## src/rtl/discharge_monitor.sv

```systemverilog
// Discharge pulse monitor: classifies each machining window as open, normal,
// arc or short from the breakdown delay and the gap voltage at window start,
// and keeps saturating per-class statistics.
// Optional feature: define DISCHARGE_MONITOR_SHORT_ALARM_EN to build the
// consecutive-short alarm; otherwise short_alarm is tied low.
module discharge_monitor #(
  parameter logic [15:0] BD_CUR    = 16'd15,
  parameter logic [15:0] BD_VOL    = 16'd30,
  parameter logic [15:0] SHORT_VOL = 16'd5,
  parameter logic [15:0] ARC_DELAY = 16'd100
) (
  input  logic               clk,
  input  logic               rst_n,
  input  logic               is_machine,
  input  logic               clear_stats,
  input  logic [1:0]         mosfet_buck1,
  input  logic [1:0]         mosfet_res1,
  input  logic               mosfet_deion,
  input  logic signed [16:0] sample_current,
  input  logic signed [16:0] sample_voltage,
  output logic               pulse_valid,
  output logic [1:0]         pulse_class,
  output logic [15:0]        delay_time,
  output logic [15:0]        open_cnt,
  output logic [15:0]        normal_cnt,
  output logic [15:0]        arc_cnt,
  output logic [15:0]        short_cnt,
  output logic               short_alarm
);

  localparam int unsigned CNT_W = 16;
  localparam int unsigned SMP_W = 17;

  localparam logic [1:0] CLS_OPEN   = 2'b00;
  localparam logic [1:0] CLS_NORMAL = 2'b01;
  localparam logic [1:0] CLS_ARC    = 2'b10;
  localparam logic [1:0] CLS_SHORT  = 2'b11;

  localparam logic [CNT_W-1:0] CNT_MAX = {CNT_W{1'b1}};

  // Thresholds are unsigned; zero-extend so the signed compares never see them as negative.
  localparam logic signed [SMP_W-1:0] BD_CUR_S    = $signed({1'b0, BD_CUR});
  localparam logic signed [SMP_W-1:0] BD_VOL_S    = $signed({1'b0, BD_VOL});
  localparam logic signed [SMP_W-1:0] SHORT_VOL_S = $signed({1'b0, SHORT_VOL});

  typedef enum logic [1:0] {
    IDLE      = 2'd0,
    WAIT_BD   = 2'd1,
    DISCHARGE = 2'd2,
    REPORT    = 2'd3
  } state_t;

  state_t           state;
  logic [CNT_W-1:0] delay_cnt;
  logic             short_flag;
  logic             bd_seen;

  logic       power_on_c;
  logic       breakdown_c;
  logic       short_start_c;
  logic       report_c;
  logic [1:0] report_class_c;
  logic       unused_c;

  function automatic logic [CNT_W-1:0] sat_inc(input logic [CNT_W-1:0] v);
    return (v == CNT_MAX) ? v : v + CNT_W'(1);
  endfunction

  // Bottom switches and the deionisation switch do not take part in classification.
  assign unused_c = &{1'b0, mosfet_deion, mosfet_buck1[0], mosfet_res1[0]};

  // Window qualifiers straight from the unregistered inputs.
  assign power_on_c    = mosfet_buck1[1] | mosfet_res1[1];
  assign breakdown_c   = (sample_current >= BD_CUR_S) && (sample_voltage <= BD_VOL_S);
  assign short_start_c = (sample_voltage <= SHORT_VOL_S);

  // A window ends with a report when power drops while machining stays enabled.
  assign report_c = ((state == WAIT_BD) || (state == DISCHARGE)) && is_machine && !power_on_c;

  // Class of the window being closed; bd_seen is only ever set on entry to DISCHARGE.
  always_comb begin
    report_class_c = CLS_NORMAL;
    if (short_flag)                  report_class_c = CLS_SHORT;
    else if (!bd_seen)               report_class_c = CLS_OPEN;
    else if (delay_cnt < ARC_DELAY)  report_class_c = CLS_ARC;
  end

  // Window FSM with registered report outputs.
  always_ff @(posedge clk) begin
    if (!rst_n) begin
      state       <= IDLE;
      delay_cnt   <= '0;
      short_flag  <= 1'b0;
      bd_seen     <= 1'b0;
      pulse_valid <= 1'b0;
      pulse_class <= CLS_OPEN;
      delay_time  <= '0;
    end else begin
      pulse_valid <= 1'b0;
      if (report_c) begin
        pulse_valid <= 1'b1;
        pulse_class <= report_class_c;
        delay_time  <= delay_cnt;
      end
      case (state)
        IDLE: begin
          if (is_machine && power_on_c) begin
            state      <= WAIT_BD;
            delay_cnt  <= '0;
            short_flag <= short_start_c;
            bd_seen    <= 1'b0;
          end
        end
        WAIT_BD: begin
          if (!is_machine) begin
            state <= IDLE;
          end else if (!power_on_c) begin
            state <= REPORT;
          end else if (breakdown_c) begin
            state   <= DISCHARGE;
            bd_seen <= 1'b1;
          end else begin
            delay_cnt <= sat_inc(delay_cnt);
          end
        end
        DISCHARGE: begin
          if (!is_machine)      state <= IDLE;
          else if (!power_on_c) state <= REPORT;
        end
        REPORT: begin
          state <= IDLE;
        end
        default: begin
          state <= IDLE;
        end
      endcase
    end
  end

  // Per-class statistics; a clear on the counting edge drops that pulse.
  always_ff @(posedge clk) begin
    if (!rst_n || clear_stats) begin
      open_cnt   <= '0;
      normal_cnt <= '0;
      arc_cnt    <= '0;
      short_cnt  <= '0;
    end else if (pulse_valid) begin
      case (pulse_class)
        CLS_OPEN:   open_cnt   <= sat_inc(open_cnt);
        CLS_NORMAL: normal_cnt <= sat_inc(normal_cnt);
        CLS_ARC:    arc_cnt    <= sat_inc(arc_cnt);
        default:    short_cnt  <= sat_inc(short_cnt);
      endcase
    end
  end

`ifdef DISCHARGE_MONITOR_SHORT_ALARM_EN
  logic [2:0] short_run;

  // Alarm after four consecutive short reports; any other report re-arms it.
  always_ff @(posedge clk) begin
    if (!rst_n || clear_stats) begin
      short_run   <= '0;
      short_alarm <= 1'b0;
    end else if (report_c) begin
      if (report_class_c == CLS_SHORT) begin
        if (short_run < 3'd4) short_run <= short_run + 3'd1;
        if (short_run >= 3'd3) short_alarm <= 1'b1;
      end else begin
        short_run   <= '0;
        short_alarm <= 1'b0;
      end
    end
  end
`else
  assign short_alarm = 1'b0;
`endif

endmodule
```

## config.mk

```make
export PLATFORM = sky130hd
export DESIGN_NAME = discharge_monitor
export DESIGN_NICKNAME = d
export VERILOG_FILES = /design/src/rtl/discharge_monitor.sv
export SDC_FILE = /design/constraint.sdc
export NUM_CORES = 1
export LEC_CHECK = 0
export BUFFER_PORTS_ARGS = -buffer_cell sky130_fd_sc_hd__buf_2
export CORE_MARGIN = 1
export CORE_UTILIZATION = 53
export CTS_CLUSTER_SIZE = 12
export DETAILED_ROUTE_END_ITERATION = 10
export GPL_TIMING_DRIVEN = 0
export PLACE_DENSITY = 0.8
export SETUP_SLACK_MARGIN = 0.15
export SLEW_MARGIN = 5
export SYNTH_ARGS = -nofsm -noshare
export SYNTH_HDL_FRONTEND = slang
export SYNTH_SLANG_ARGS = --single-unit
```

## constraint.sdc

```tcl
create_clock -name clk -period 2.7 [get_ports clk]
set_input_delay 0.135 -clock clk [delete_from_list [all_inputs] [get_ports clk]]
set_output_delay 0.135 -clock clk [all_outputs]
set_load 0.01 [all_outputs]
```

# == Word level (Yosys, flattened, before mapping) ==
# Cells that the tools add are included.
# word_totals
regBits,103
out_inout_bits,84
input_bits,43
# op_classes
eq_ne,18
n_mux,22
reduce_logical,20
add_sub_neg,5
order_cmp,4
bitwise,6
# op_table
operator,count
16-bit by 1-bit adder with 16-bit output (second input constant),5
16-bit == test (second input constant),5
16-bit 2-to-1 mux,5
16-bit case mux with 2 select lines,1
2-bit 2-to-1 mux,9
17-bit by 5-bit greater-or-equal comparator with 1-bit output (second input constant),1
17-bit by 4-bit <= comparator with 1-bit output (second input constant),1
17-bit by 6-bit <= comparator with 1-bit output (second input constant),1
16-bit by 7-bit less-than comparator with 1-bit output (second input constant),1
3-bit AND reduction,5
2-bit != test (second input constant),6
2-bit case mux with 4 select lines,1
2-bit == test (second input constant),3
6-bit AND reduction,1
1-bit 2-to-1 mux,5
1-bit inverter,5
5-bit AND reduction,1
2-bit by 1-bit == test with 1-bit output (second input constant),2
1-bit logical AND,4
2-bit logical NOT,2
4-bit != test (second input constant),1
3-bit != test (second input constant),1
3-bit OR reduction,1
1-bit logical NOT,2
5 further kinds,6

# == Longest topological paths before layout ==
# logic_depth
depth_word,6
depth_mapped,9

# == Worst setup path after synthesis ==
# Ideal clock, no wire load.
# synth_timing
kind,reg2reg
startpoint,register state[1]
endpoint,register delay_cnt[9]
stages_incl_launch_ff,10
setup_ns,0.071
period_less_slack_ns,2.297
slack_ns,0.403
arrival_time_ns,2.227
path_cell_list,dfxtp_1 -> inv_1 -> ha_1 -> inv_2 -> or3_1 -> a221oi_2 -> nor3_2 -> buf_6 -> or4_1 -> a21oi_1
# synth_via
elab_chain_cells,3
# synth_lines
element,line_no,source
from (decl),53,state_t state;
from (signal assigned),91,state <= IDLE;
from (signal assigned),108,state <= WAIT_BD;
from (signal assigned),116,state <= IDLE;
2-bit by 1-bit == test with 1-bit output / 2-bit logical NOT (equally long branches),105,case (state)
2-bit != test (no line) / 2-bit nonzero test (equally long branches),--,
6-bit AND reduction (no line),--,
to (signal assigned),123,delay_cnt <= sat_inc(delay_cnt);
to (decl),54,logic [CNT_W-1:0] delay_cnt;
# Several ways; a longest one is shown, not always the timed one.
# A chain may end at the register's enable or synchronous reset.

# == Worst setup path after layout ==
# layout_timing
startpoint,register delay_cnt[0]
endpoint,register delay_cnt[9]
# layout_via
elab_chain_cells,6
# layout_lines
element,line_no,source
16-bit by 1-bit adder with 16-bit output,66,return (v == CNT_MAX) ? v : v + CNT_W'(1);
16-bit 2-to-1 mux,66,
16-bit 2-to-1 mux,119,end else if (breakdown_c) begin
16-bit 2-to-1 mux,117,end else if (!power_on_c) begin
16-bit 2-to-1 mux,115,if (!is_machine) begin
16-bit case mux with 2 select lines,105,
# Several ways; a longest one is shown, not always the timed one. The select of a mux whose other input is x is not followed.

==> impl_metrics.csv <==
group,metric,value,unit
synthesis,synth_cells,578,
timing,tightest_slew,857,ps
synthesis,synth_area_per_cell,8.44,µm²
synthesis,yosysUniqueCellTypes,49,
synthesis,yosysWarnings,0,
clocking,htree_levels,3,
timing,fin_skew,11.1,ps
cells_and_area,fin_area,5860,µm²
synthesis,synthXorXnorAreaFrac,0.0934,
flow_run,max_cap_viol_count,0,
die,dieHeight,97.9,µm
synthesis,yosys.area.top_type_share,0.423,
global_route,grt_use_total,0.245,
synthesis,synth_edf_count,0,
cells_and_area,utilization,0.665,
timing,hold_slack,180,ps
power,power_frac_seq,0.565,
global_route,grt_pass1_wl,19.3,mm
die,core-area,8810,µm²
timing,fin_crit,2400,ps
status,violations,"design-rule violations",
route,wire_per_inst,14.2,µm
die,fp-row-count,34,
timing,fmax,417,MHz
power,ir_worst_vdd,0.000290,V
timing,finalCritPeriodShare,0.888,
die,die_w,97.9,µm
die,dieArea,9590,µm²
route,drt_iter0_drc,159,
timing,slew_violations,0,
placement,hpwl,8.82,mm
placement,place_area,5620,µm²
worst_setup_path,worstPathCellList,"ha_1, nand3_1, nor2_1, a2111oi_4, nor3_2, buf_6, or4_1, a21oi_1",
route,drtPass1Iterations,7,
synthesis,yosys_most_used_dff,"dfxtp_1",
route,vias_per_cell,5.65,
worst_setup_path,cp.required,3000,ps
synthesis,synth.net_count,629,
worst_setup_path,crit_slowest_cell,"a2111oi_4",
power,clockPowerShare,0.350,
route,drt_wl_total,11.7,mm
global_route,grt_max_degree,18,
clocking,cts.sinks,103,
cells_and_area,syn_to_final_growth,20.0,%
power,powerDensity,467,nW/µm²
clocking,cts_buffers,9,
route,routed-via-count,4658,
worst_setup_path,critPathCaptureType,"flop",
die,start_util,0.554,
status,status,"complete, but fails checks",
die,io_pins,127,
global_route,grt_pass1_vias,4299,
worst_setup_path,setup.worst_path.start_class,"flop",
timing,setup-violations-final,0,
power,switchingPower,0.000690,W
timing,rsz0062_at_grt,"true",
synthesis,synth_top_family_by_area,"simple AND/OR/NAND/NOR gates",
worst_setup_path,path_class,"flop to flop",
route,post-route-drc-count,8,
power,p_leak,2.30,nW
synthesis,yosys.area_share.simple,0.290,
synthesis,synthTopCellsByArea,"dfxtp_1 (42%), nand2_1 (5.7%), nor2_1 (5.4%), xor2_1 (5.4%), xnor2_1 (3.9%)",
synthesis,synth_mux_area_frac,0.0123,
clocking,clk_latency,360,ps
clocking,cts_tree,"done",
placement,portBuffers,121,
clocking,root_buffer,"clkbuf_8",
power,swShare,0.252,
worst_setup_path,arrival,2690,ps
power,pwr-share-comb,0.085,
timing,finalHoldViolations,0,
synthesis,ys_seq_elements,103,
global_route,grt_overflow_total,0,
synthesis,async_reset_ff_frac,0,
synthesis,seq_area_frac_synth,0.423,
cells_and_area,antenna_cells,0,
global_route,antenna_found_initial,0,
route,antenna_left,0,
synthesis,synthesis.area,4880,µm²
cells_and_area,nets,762,
worst_hold_path,worstHoldPathType,"input pin to flop",
synthesis,yosysTopAreaCell,"dfxtp_1",
cells_and_area,layout-drive-gt1-share,0.214,
worst_setup_path,cp_max_fo,10,
synthesis,synth_fa_ha_area_frac,0.0205,
timing,setup_tns,0,ps
worst_setup_path,critical_path_buf_inv_count,1,
power,p_int,0.00204,W
placement,globalplace.congestion,0.837,
synthesis,synth-compound-area-share,0.136,
clocking,clkTransAtPathRegs,100,ps
clocking,clock_path_buffers,2,
worst_setup_path,cp_top_family,"simple AND/OR/NAND/NOR gates",
worst_setup_path,max_stage_delay,570,ps
timing,slew_headroom,0.427,
[layer usage]
| layer | GRT usage | wire, µm |
|---|---|---|
| met1 | 0.305 | 5200 |
| met4 | 0.0804 | 183 |
| met3 | 0.0365 | 545 |
| met5 | 0 | 0 |
| met2 | 0.434 | 5740 |
[state kept, by name (all words and copies together), names as in the netlist]
signal	flops
open_cnt	16
delay_cnt	16
bd_seen	1
pulse_valid	1
arc_cnt	16
delay_time	16
pulse_class	2
short_flag	1
state	2
normal_cnt	16
short_cnt	16
[area by class of cell]
type | count | area, µm²
Sequential cell | 103 | 2060
Fill cell | 741 | 2950
Clock buffer | 12 | 165
Buffer | 17 | 75.1
Tap cell | 108 | 135
Clock inverter | 4 | 35.0
Inverter | 12 | 45.0
Timing Repair Buffer | 122 | 613
Multi-Input combinational cell | 446 | 2730
[cells by family after synthesis]
group / count (synthesis)
adders and majority gates: 8
xor gates and xnor gates: 52
DFF: 103
and+or+nand+nor: 277
muxes: 6
other: 1
AOI/OAI and AO/OA: 102
buffers and inverters: 29
[Yosys cell counts, types with 2 or more instances]
| cell type | instances |
|---|---|
| xor2_1 | 30 |
| a21boi_1 | 2 |
| nor2b_1 | 2 |
| nand3_1 | 24 |
| a21boi_0 | 16 |
| o31ai_1 | 8 |
| dfxtp_1 | 103 |
| nor3b_1 | 3 |
| o21a_1 | 2 |
| and2_1 | 7 |
| mux2i_1 | 6 |
| and3_1 | 19 |
| nand2_1 | 74 |
| nor3_1 | 10 |
| or4_1 | 3 |
| xnor2_1 | 22 |
| and4_1 | 9 |
| clkbuf_1 | 15 |
| nand3b_1 | 2 |
| a21oi_1 | 32 |
| inv_1 | 11 |
| nor2_1 | 70 |
| nor4_4 | 3 |
| or3_1 | 21 |
| or2_2 | 2 |
| o21ai_0 | 25 |
| nor4_1 | 6 |
| a31oi_1 | 3 |
| nand4_1 | 19 |
| o311ai_0 | 2 |
| ha_1 | 8 |
| a211oi_1 | 2 |
[power groups by stage]
stage | Sequential, W | Clock (W) | Combinational [W]
2_1_floorplan | 0.00157 | 0 | 0.000143
3_3_place_gp | 0.00158 | 0 | 0.000214
3_5_place_dp | 0.00158 | 0 | 0.000223
4_1_cts | 0.00154 | 0.000981 | 0.000224
5_1_grt | 0.00155 | 0.00104 | 0.000259
6_report | 0.00154 | 0.000957 | 0.000233
[worst reg2reg max path: cells and delay by family, from the launching register on]
family / cells / cell delay, ps
and+or+nand+nor: 4 / 800
AOI/OAI and AO/OA: 2 / 720
buffers and inverters: 1 / 170
adders and majority gates: 1 / 280
DFF: 1 / 380
[through the flow]
| step | setup WS (ps) | instances | power, W |
|---|---|---|---|
| finish | 303 | 824 | 0.00273 |
| global route | 143 | 824 | 0.00284 |
| CTS | 163 | 823 | 0.00275 |
| detailed placement | 113 | 807 | 0.00180 |
| global placement | 216 | 807 | 0.00179 |
| floorplan | 403 | 578 | 0.00172 |
[placed cells by master, fill, tap and decap left out, types with 15 or more instances in the layout]
| cell | count |
|---|---|
| a21boi_0 | 16 |
| dfxtp_1 | 103 |
| nand2_1 | 74 |
| nand3_1 | 24 |
| o21ai_0 | 25 |
| buf_2 | 121 |
| xnor2_1 | 22 |
| nor2_1 | 70 |
| xor2_1 | 30 |
| or3_1 | 21 |
| a21oi_1 | 32 |
| and3_1 | 19 |
| clkbuf_1 | 15 |
| nand4_1 | 19 |
[repair_timing]
| action | in CTS | in global routing |
|---|---|---|
| setup buffers | 0 | 1 |
| endpoints found under the hold margin | 0 | 0 |
| resized for setup | 1 | 3 |
| endpoints found under the setup margin | 1 | 12 |
| hold buffers | 0 | 0 |
[path summary, 6_finish.rpt]
path                        end  slack (ps)                from  cells past startpoint
setup / recovery   delay_cnt[9]         300        delay_cnt[0]                      8
hold / removal       short_flag         180  sample_voltage[16]                      4
setup reg to reg   delay_cnt[9]         300        delay_cnt[0]                      8
hold reg to reg   delay_time[5]         470       delay_time[5]                      2
Note: power is estimated with default switching activity, not from simulation.
